[src/rtl/uart_rx.sv]
`default_nettype none
// ============================================================================
// Module   : uart_rx
// Purpose  : UART serial receiver. Synchronises rx_i, validates the start bit
//            at half-bit, samples data/parity/stop at mid-bit and hands each
//            character to the consumer on a valid/ready handshake.
// Revision : 1.0 - initial release
// ============================================================================
module uart_rx #(
  parameter int SYNC_STAGES = 2  // rx_i synchroniser depth, must be >= 2
) (
  input  logic        clk_i,
  input  logic        rstn_i,
  input  logic        rx_i,
  output logic        busy_o,
  input  logic        cfg_en_i,
  input  logic [15:0] cfg_div_i,
  input  logic        cfg_parity_en_i,
  input  logic [1:0]  cfg_parity_sel_i,
  input  logic [1:0]  cfg_bits_i,
  output logic [7:0]  rx_data_o,
  output logic        rx_valid_o,
  input  logic        rx_ready_i,
  output logic        err_parity_o,
  output logic        err_frame_o,
  output logic        err_overrun_o
);

  typedef enum logic [2:0] {
    S_IDLE   = 3'd0,
    S_START  = 3'd1,
    S_DATA   = 3'd2,
    S_PARITY = 3'd3,
    S_STOP   = 3'd4,
    S_WAIT   = 3'd5
  } state_t;

  state_t                 state_q, state_d;
  logic [SYNC_STAGES-1:0] sync_q;
  logic [15:0]            cnt_q, cnt_d;
  logic [2:0]             bitcnt_q, bitcnt_d;
  logic [7:0]             shift_q, shift_d;
  logic                   acc_q, acc_d;
  logic                   perr_q, perr_d;
  logic [7:0]             data_q, data_d;
  logic                   valid_q, valid_d;
  logic                   ep_q, ep_d;
  logic                   ef_q, ef_d;
  logic                   eo_q, eo_d;

  logic                   rxs;
  logic                   sample;
  logic                   exp_par;
  logic [2:0]             last_bit;

  // Synchroniser for the asynchronous line; resets to the idle (high) level
  always_ff @(posedge clk_i or negedge rstn_i) begin
    if (!rstn_i) sync_q <= '1;
    else         sync_q <= {sync_q[SYNC_STAGES-2:0], rx_i};
  end

  assign rxs      = sync_q[SYNC_STAGES-1];
  // Index of the final data bit: 8 data bits for code 00 down to 5 for 11
  assign last_bit = 3'd7 - {1'b0, cfg_bits_i};
  // Start bit is checked at half-bit; restarting the count there centres later samples
  assign sample   = (state_q == S_START) ? (cnt_q == (cfg_div_i >> 1))
                                         : (cnt_q == cfg_div_i);

  // Expected parity bit for the current accumulator and parity mode
  always_comb begin
    exp_par = 1'b0;
    case (cfg_parity_sel_i)
      2'b00:   exp_par = ~acc_q;
      2'b01:   exp_par = acc_q;
      2'b10:   exp_par = 1'b0;
      default: exp_par = 1'b1;
    endcase
  end

  // Next-state, datapath and output decode
  always_comb begin
    state_d  = state_q;
    bitcnt_d = bitcnt_q;
    shift_d  = shift_q;
    acc_d    = acc_q;
    perr_d   = perr_q;
    data_d   = data_q;
    valid_d  = valid_q;
    ep_d     = 1'b0;
    ef_d     = 1'b0;
    eo_d     = 1'b0;
    cnt_d    = 16'd0;

    if (valid_q && rx_ready_i) valid_d = 1'b0;

    case (state_q)
      S_IDLE: begin
        bitcnt_d = 3'd0;
        shift_d  = 8'd0;
        acc_d    = 1'b0;
        perr_d   = 1'b0;
        if (cfg_en_i && !rxs) state_d = S_START;
      end
      S_START: begin
        // A high line at half-bit is a glitch: drop back silently
        if (sample) state_d = rxs ? S_IDLE : S_DATA;
      end
      S_DATA: begin
        if (sample) begin
          shift_d[bitcnt_q] = rxs;
          acc_d             = acc_q ^ rxs;
          bitcnt_d          = bitcnt_q + 3'd1;
          if (bitcnt_q == last_bit) state_d = cfg_parity_en_i ? S_PARITY : S_STOP;
        end
      end
      S_PARITY: begin
        if (sample) begin
          perr_d  = (rxs != exp_par);
          state_d = S_STOP;
        end
      end
      S_STOP: begin
        // Completion is skipped when the receiver is being disabled
        if (sample && cfg_en_i) begin
          if (!valid_q || rx_ready_i) begin
            data_d  = shift_q;
            valid_d = 1'b1;
          end else begin
            eo_d = 1'b1;
          end
          ep_d    = perr_q;
          ef_d    = ~rxs;
          state_d = rxs ? S_IDLE : S_WAIT;
        end
      end
      S_WAIT: begin
        // Hold off until the line returns high so a break yields one frame
        if (rxs) state_d = S_IDLE;
      end
      default: state_d = S_IDLE;
    endcase

    if (!cfg_en_i) state_d = S_IDLE;

    if (state_d == state_q && cnt_q != cfg_div_i) cnt_d = cnt_q + 16'd1;
  end

  // State and datapath registers
  always_ff @(posedge clk_i or negedge rstn_i) begin
    if (!rstn_i) begin
      state_q  <= S_IDLE;
      cnt_q    <= 16'd0;
      bitcnt_q <= 3'd0;
      shift_q  <= 8'd0;
      acc_q    <= 1'b0;
      perr_q   <= 1'b0;
      data_q   <= 8'd0;
      valid_q  <= 1'b0;
      ep_q     <= 1'b0;
      ef_q     <= 1'b0;
      eo_q     <= 1'b0;
    end else begin
      state_q  <= state_d;
      cnt_q    <= cnt_d;
      bitcnt_q <= bitcnt_d;
      shift_q  <= shift_d;
      acc_q    <= acc_d;
      perr_q   <= perr_d;
      data_q   <= data_d;
      valid_q  <= valid_d;
      ep_q     <= ep_d;
      ef_q     <= ef_d;
      eo_q     <= eo_d;
    end
  end

  assign busy_o        = (state_q != S_IDLE);
  assign rx_data_o     = data_q;
  assign rx_valid_o    = valid_q;
  // Error pulses are registered so they line up with rx_valid_o rising
  assign err_parity_o  = ep_q;
  assign err_frame_o   = ef_q;
  assign err_overrun_o = eo_q;

endmodule
`default_nettype wire

[config.mk]
export PLATFORM = sky130hd
export DESIGN_NAME = uart_rx
export DESIGN_NICKNAME = d
export VERILOG_FILES = /design/src/rtl/uart_rx.sv
export SDC_FILE = /design/constraint.sdc
export NUM_CORES = 1
export LEC_CHECK = 0
export ABC_AREA = 1
export CAP_MARGIN = 20
export CORE_ASPECT_RATIO = 0.5
export CORE_MARGIN = 3
export CORE_UTILIZATION = 50
export DETAILED_ROUTE_END_ITERATION = 8
export PLACE_DENSITY = 0.76
export SYNTH_ARGS = -nofsm -noshare
export SYNTH_HDL_FRONTEND = slang
export SYNTH_SLANG_ARGS = --single-unit
[constraint.sdc]
create_clock -name clk_i -period 2.84 [get_ports clk_i]
set_clock_uncertainty 0.2 [all_clocks]
set_input_delay 0.852 -clock clk_i [delete_from_list [all_inputs] [get_ports clk_i]]
set_output_delay 0.852 -clock clk_i [all_outputs]
set_load 0.1 [all_outputs]
-- After elaboration in Yosys (flattened, before gate mapping)
Cells that the tools add are included.
- add/subtract/negate cells: 3
- order comparisons: 2
- eq/ne operators: 15
- muxes and demuxes: 37
- bitwise gates (word level): 3
- reductions and logical operators: 16
- operators with widths (cell ; number):
    $mux 3 ; 11
    $pmux 3 s6 ; 1
    $add 16x1->16 const B ; 1
    $eq 16x15->1 ; 1
    $eq 16x16->1 ; 1
    $mux 16 ; 1
    $ne 16x16->1 ; 1
    $pmux 8 s2 ; 1
    $mux 1 ; 15
    $bwmux 8 ; 1
    $mux 8 ; 1
    $eq 3x2->1 const B ; 2
    $eq 3x3->1 ; 2
    $eq 3x3->1 const B ; 2
    $pmux 3 s2 ; 1
    $logic_and 1x1->1 ; 5
    $lt 3x4->1 const B ; 1
    $ne 2x2->1 const B ; 2
    $pmux 1 s2 ; 2
    $reduce_and 2->1 ; 2
    $reduce_bool 2->1 ; 2
    $add 3x1->3 const B ; 1
    $demux 1 s3 ; 1
    $eq 3x1->1 const B ; 1
    15 further kinds ; 17
- flip-flop bits (word level): 46
- input bits: 26
- logic and storage cells: 88

-- Logic depth before layout (Yosys ltp)
Gate-level depths: netlist of the first run.
- depth after elaboration: 9
- gate-level depth with buffers: 21
- depth with buffers taken out: 19

-- Least setup slack after synthesis of the first run
No wires, ideal clock.
- path kind: flip-flop to output port
- start point: reg state_q[0]
- end point: out busy_o
- arrival: 1.666 ns
- data required time: 1.788 ns
- path slack: 0.122 ns
- cell stages (with the launch flop): 5
- path buffers: 2
- cell sequence: dfrtp_1 buf_2 nor3_1 inv_1 clkbuf_1
- word-level cells in the longest chain between the ends: 1
- RTL lines (item ; line ; source):
    start: declaration ; 38 ; state_t state_q, state_d;
    start signal: assignment ; 163 ; state_q <= state_d;
    $reduce_bool 3->1 ; 177 ; assign busy_o = (state_q != S_IDLE);
    end: declaration ; 15 ; output logic busy_o,
Every way passes these cells.

-- Final worst setup path of the first run
- start point: reg state_q[1]
- end point: reg cnt_q[6]
- word-level cells in the longest chain between the ends: 9
- elaborated cells between the ends (all ways): 20
- RTL lines (item ; line ; source):
    $eq 3x1->1 ; 66, 96 ;
    $mux 1 ; 66 ; assign sample = (state_q == S_START) ? (cnt_q == (cfg_div_i >> 1))
    $logic_and 1x1->1 ; 124 ; if (sample && cfg_en_i) begin
    $mux 3 ; 124 ;
    $pmux 3 s6 ; 96 ; case (state_q)
    $mux 3 ; 143 ; if (!cfg_en_i) state_d = S_IDLE;
    $eq 3x3->1 (*) ; 145 ; if (state_d == state_q && cnt_q != cfg_div_i) cnt_d = cnt_q + 16'd1;
    $logic_and 1x1->1 (*) ; 145 ;
    $mux 16 (*) ; 145 ;
    net cnt_d[6] ; 40 ; logic [15:0] cnt_q, cnt_d;
    end signal: assignment ; 164 ; cnt_q <= cnt_d;
    end: declaration ; 40 ;
The timed path passes the listed nets; every way through them passes the cells marked *.
A chain may end at the register's enable or synchronous reset.

==> flow_summary.json, run 1 <==
{
  "drive_gt1_share_pct": 32.6,
  "slew_violations": 0,
  "avgSynthCellArea_um2": 7.31,
  "cp-end-kind": "register",
  "cts_tree": "done",
  "h-tree-depth": 2,
  "fillers": 411,
  "wl_per_cell_um": 15.4,
  "start_kind": "register",
  "cts_made_buffers": 5,
  "finalSetupViolCount": 16,
  "setup_ws_ns": -0.121,
  "grt_start_max_net_pins": 37,
  "post-route-min-period_ns": 2.96,
  "first_global_vias": 2904,
  "cts_max_path_buffers": 2,
  "nNetsFinal": 546,
  "worstSetupPathType": "reg -> reg",
  "ys_warn_count": 0,
  "post-route-util_pct": 76.9,
  "max_freq_mhz": 338,
  "syn_to_final_growth_pct": 42.4,
  "viasPerCell": 5.49,
  "gp_congestion": 0.884,
  "fin_tns_setup_ns": -1.78,
  "dp_hpwl_um": 5480,
  "relSlewSlack_pct": 44.5,
  "synth_fp_nets": 451,
  "mostFrequentLayoutCell": "nand2_1",
  "worstPathMaxFanout": 8,
  "clk_latency_ns": 0.29,
  "violations": "negative setup slack",
  "die_h_um": 61.6,
  "worstReg2RegStart": "state_q[1]$_DFF_PN0_",
  "first_pass_iters": 5,
  "hold_ws_ns": 0.148,
  "detail-route-antenna-nets": 0,
  "diodes": 0,
  "initial_core_util_pct": 54.0,
  "die_area_mm2": 0.00723,
  "rows": 19,
  "cts.sinks": 46,
  "dpl_worst_slack_ns": -0.671,
  "drt_iter0_drc": 278,
  "total_power_uw": 1880,
  "clock-root-buffer": "clkbuf_16",
  "via_count": 3305,
  "status": "finished with violations",
  "cp.required_ns": 2.81,
  "clk_pin_slew_ns": 0.07,
  "overflow": 0,
  "drc": 0,
  "syn_area_mm2": 0.00309,
  "core_area_mm2": 0.00573,
  "syn_inst": 423,
  "synthTopCellsByArea": "dfrtp_1 36%, nand2_1 15%, nand3_1 7.9%",
  "grt_first_pass_wirelength_um": 13400,
  "yosysSeqAreaShare_pct": 37.3,
  "maxCapViolations": 0,
  "port_buffers": 38,
  "crit_arrival_ns": 2.93,
  "ys_ff_latch": 46,
  "hold_path.class": "reg -> reg",
  "leakagePower_uw": 0.00218,
  "drt-total-wl_um": 9290,
  "synth_cell_type_count": 35,
  "synth_top_area_cell": "dfrtp_1",
  "grtUsageTotal_pct": 23.9,
  "hold_buffers": 0,
  "min_from": "sync_q[0]$_DFF_PN1_",
  "power.density_mw_per_mm2": 426,
  "ir_drop_mv": 0.267,
  "rsz0062_at_grt": "true",
  "hold_viol_final": 0,
  "chipWidth_um": 117,
  "antenna_found_initial": 0,
  "io-pin-count": 39,
  "startpoint": "state_q[1]$_DFF_PN0_",
  "fin_crit_sh_pct": 104,
  "worst_pin_slew_ns": 0.833,
  "mostFrequentLayoutCells": "99 x nand2_1, 57 x buf_4, 49 x inv_1",
  "synth_top_area_share_pct": 35.6
}
==> synth_stat cells <==
cell type	instances
a31oi_1	7
xor2_1	22
clkbuf_1	2
inv_1	51
nand2_1	123
nand3_2	1
buf_2	3
a21oi_1	5
nand4_4	1
nand3_4	1
dfrtp_1	44
a221oi_1	2
nand2_2	1
nand4_1	6
mux2_2	8
nor2_2	11
nor2_4	3
inv_2	2
o31ai_1	1
o21a_1	1
a21boi_0	1
ha_1	2
nor2_1	37
a2111oi_0	1
nor3_1	8
nor3b_1	1
o21ai_0	6
buf_6	5
nand3_1	49
dfstp_2	2
xnor2_1	4
a22oi_1	6
nor4_1	4
o22ai_1	1
nand3b_1	1
==> routing by layer <==
| metal | global-route usage (%) | up-vias | part of all wire (%) |
|---|---|---|---|
| met4 | 6.86 | 0 | 1.8 |
| met5 | 0 | - | 0 |
| met2 | 39.5 | 133 | 47 |
| li1 | - | 1573 | - |
| met3 | 3.73 | 17 | 6.7 |
| met1 | 33.3 | 1582 | 44 |
==> path summary, 6_finish.rpt <==
kind                                  endpoint  slack [ns]  cells after the start
max                         cnt_q[6]$_DFF_PN0_       -0.12                     19
min                        sync_q[1]$_DFF_PN1_        0.15                      0
max reg2reg                 cnt_q[6]$_DFF_PN0_       -0.12                     19
min reg2reg                sync_q[1]$_DFF_PN1_        0.15                      0
max in group asynchronous   cnt_q[3]$_DFF_PN0_        1.36                      2
min in group asynchronous  cnt_q[13]$_DFF_PN0_        0.45                      1
==> critical path: stages, from the launching register on <==
cell and delay (ns):
dfrtp_1 0.41, buf_6 0.14, nor2_4 0.26, clkbuf_16 0.23, nand2_4 0.05, nand3_2 0.05
nand2_1 0.05, nor2_1 0.12, nand2_2 0.13, nor2_4 0.21, nand3_2 0.11, nor2_1 0.12
nor2_1 0.05, nand2_1 0.08, nand2_1 0.07, nand2_1 0.11, nand2_2 0.09, nand4_4 0.15
buf_16 0.15, nor2_2 0.03
==> registers in the layout (all words and copies together), names as in the netlist <==
signal         cells
state_q            3
bitcnt_q           3
err_parity_o       1
rx_data_o          8
perr_q             1
acc_q              1
err_frame_o        1
cnt_q             16
sync_q             2
rx_valid_o         1
shift_q            8
err_overrun_o      1
==> kinds of logic after synthesis <==
group,Yosys count,synth area share (%)
and+or+nand+nor,247,36.2
buffers and inverters,63,8.98
DFF,46,37.3
AOI/OAI and AO/OA,31,6.43
xor gates and xnor gates,26,7.36
muxes,8,2.91
adders and majority gates,2,0.809
==> report_power, final <==
| group | total (uW) | leakage (uW) | switching, uW | internal, uW |
|---|---|---|---|---|
| clock | 674 | 0.0000829 | 240 | 434 |
| sequential | 720 | 0.000629 | 37.3 | 683 |
| combinational | 484 | 0.00147 | 275 | 209 |
| total | 1880 | 0.00218 | 552 | 1330 |
==> what timing repair did <==
action | CTS | global route
setup endpoints to repair | 34 | 34
setup buffers | 2 | 12
gates resized for setup | 32 | 59
gates cloned | 3 | 6
pin swaps | 17 | 14
==> area by class of cell <==
type | count | area (um^2) | share of cell area [%]
sequential | 46 | 1150 | 26.2
multi-input combinational | 318 | 1930 | 43.7
timing repair buffer | 94 | 848 | 19.3
tap | 84 | 105 | 2.39
clock buffer | 6 | 139 | 3.15
inverter | 53 | 201 | 4.57
clock inverter | 1 | 30.0 | 0.682
==> through the flow <==
step                      instance area, um^2  std cells
after floorplan                          3090        423
after detailed placement                 3770        572
after CTS                                4030        584
final                                    4410        602
after global placement                   3770        572
after global routing                     4410        602
(Power assumes the default switching activity.)
==> inputs of run 2 (changes only) <==
- CAP_MARGIN: 20 -> 5
- CORE_UTILIZATION: 50 -> 56
- PLACE_DENSITY: 0.76 -> 0.83
==> run 2 against run 1 <==
Compared with the run above:
- the run still ends with negative setup slack left
- wire length rose by 12%
- setup slack got worse by 0.074 ns
- die area fell by 9.9%
- maximum frequency fell by 2.4%
- flip-flop and latch count did not move
- critical path depth did not move
- sequential share of layout area fell by 0.28 points
- final cell count fell by 1.3%
- worst hold slack got worse by 0.0041 ns
- global-route usage rose by 4.5 points
- count of clock-buffer cells in the layout fell by 1
- sequential power rose by 1%
- critical endpoint is now cnt_q[5]$_DFF_PN0_
- largest cell class unchanged
- largest power group unchanged
==> flow_summary.json, run 2 (synthesized netlist as in run 1, its figures left out) <==
{
  "clk_latency_ns": 0.32,
  "cts_tree": "done",
  "clk_pin_slew_ns": 0.11,
  "cp.required_ns": 2.89,
  "netSwitchingFraction_pct": 34.0,
  "dr_wl_met2_um": 5130,
  "die_h_um": 58.6,
  "wl_met1_um": 4020,
  "mostFrequentLayoutCells": "97 x nand2_1, 63 x buf_4, 49 x inv_1",
  "h-tree-depth": 2,
  "drc": 0,
  "worst_pin_slew_ns": 0.592,
  "gp_congestion": 0.959,
  "regMostFlops": "cnt_q",
  "highest_layer": "met4",
  "rsz0062_at_grt": "true",
  "setup_ws_ns": -0.195,
  "p_comb_share_pct": 30.2,
  "cts_made_buffers": 5,
  "clkPwrFrac_pct": 29.1,
  "cts.sinks": 46,
  "post-route-min-period_ns": 3.04,
  "chipWidth_um": 111,
  "max_freq_mhz": 329,
  "overflow": 0,
  "fin_tns_setup_ns": -2.61,
  "power.internal_uw": 1180,
  "power.switching_uw": 608,
  "worstSetupPathType": "reg -> reg",
  "worstPathMaxFanout": 6,
  "core_area_mm2": 0.00513,
  "antenna_found_initial": 0,
  "port_buffers": 38,
  "grt_first_pass_wirelength_um": 14900,
  "finalSetupViolCount": 18,
  "initial_core_util_pct": 60.3,
  "io-pin-count": 39,
  "grt_start_max_net_pins": 47,
  "start_kind": "register",
  "first_global_vias": 3177,
  "syn_to_final_growth_pct": 43.9,
  "wl_per_cell_um": 17.5,
  "grtUsageTotal_pct": 28.5,
  "viasPerCell": 5.75,
  "fillers": 280,
  "violations": "negative setup slack",
  "ir_drop_mv": 0.323,
  "hold_viol_final": 0,
  "power.density_mw_per_mm2": 401,
  "hold_path.class": "reg -> reg",
  "first_pass_iters": 5,
  "drt-total-wl_um": 10400,
  "status": "finished with violations",
  "relSlewSlack_pct": 60.6,
  "fin_crit_sh_pct": 107,
  "detail-route-antenna-nets": 0,
  "met3_length_um": 864,
  "die_area_mm2": 0.00651,
  "clock-root-buffer": "clkbuf_8",
  "pwr-share-seq_pct": 40.8,
  "maxCapViolations": 0,
  "total_power_uw": 1790,
  "largest_reg_flops": 16,
  "rows": 18,
  "mostFrequentLayoutCell": "nand2_1",
  "via_count": 3415,
  "drt_iter0_drc": 380,
  "dp_hpwl_um": 6250,
  "drive_gt1_share_pct": 33.6,
  "diodes": 0,
  "slew_violations": 0,
  "nNetsFinal": 551,
  "cp-end-kind": "register",
  "crit_arrival_ns": 3.08,
  "leakagePower_uw": 0.00220,
  "cts_max_path_buffers": 2
}
## run 2: cell count changes in the layout (fill, tap and decap cells not counted), sizes merged
cell	previous run	this run
nand3	53	51
clkinv	0	1
clkdlybuf4s15	0	1
nor2	53	52
buf	68	74
inv	53	54
## run 2: layout make-up
cell class	count	area (um^2)	area share, %
tap	70	87.6	1.97
clock inverter	3	43.8	0.983
multi-input combinational	315	1930	43.4
timing repair buffer	102	965	21.7
inverter	53	199	4.47
clock buffer	5	68.8	1.55
sequential	46	1150	25.9
## run 2: per-layer routing
metal / GRT usage [%] / vias to the layer above
li1: - / 1561
met1: 35.9 / 1623
met2: 51.9 / 187
met3: 5.44 / 44
met4: 7.45 / 0
met5: 0 / -
## run 2: worst paths after layout
check	start	end	slack [ns]	cells after the start
max reg2reg	state_q[2]$_DFF_PN0_	cnt_q[5]$_DFF_PN0_	-0.20	19
min reg2reg	sync_q[0]$_DFF_PN1_	sync_q[1]$_DFF_PN1_	0.14	0
min in group asynchronous	rstn_i	cnt_q[9]$_DFF_PN0_	0.41	2
min	sync_q[0]$_DFF_PN1_	sync_q[1]$_DFF_PN1_	0.14	0
max in group asynchronous	rstn_i	state_q[0]$_DFF_PN0_	1.59	2
max	state_q[2]$_DFF_PN0_	cnt_q[5]$_DFF_PN0_	-0.20	19
## run 2: what timing repair did
item                       in CTS  in global routing
buffers inserted                7                  7
gates cloned                    2                  4
gates resized for setup        33                 67
hold buffers                    0                  0
setup endpoints to repair      35                 33
pin swaps                      12                 20
## run 2: power groups by stage
stage | combinational, uW | sequential (uW) | clock [uW]
final | 540 | 729 | 519
after detailed placement | 386 | 736 | 0
after global routing | 580 | 733 | 546
after floorplan | 238 | 722 | 0
after global placement | 373 | 734 | 0
after CTS | 417 | 724 | 516
## run 2: critical path: stages, from the launching register on
cell,delay [ns]
dfrtp_1,0.40
inv_2,0.15
nand2_4,0.07
nor2_4,0.23
clkbuf_16,0.20
nand2_1,0.06
nand3_1,0.10
nand2_2,0.08
nor2_4,0.15
nand2_4,0.09
nor2_4,0.20
nand3_2,0.11
nor2_2,0.15
nor2_1,0.06
nand2_1,0.10
nand2_2,0.07
nand2_2,0.08
nand4_4,0.16
clkbuf_16,0.21
nor2_2,0.09
## run 2: stage by stage
step	instance area (um^2)	utilization (%)	setup slack (ns)	cells	hold WS [ns]
6_report	4450	86.7	-0.195	594	0.144
5_1_grt	4450	86.7	-0.332	594	0.152
4_1_cts	4050	78.8	0.00499	583	0.151
3_5_place_dp	3830	74.7	-0.599	566	0.147
3_3_place_gp	3830	74.7	-0.543	566	0.148
2_1_floorplan	3090	-	0.122	423	0.145
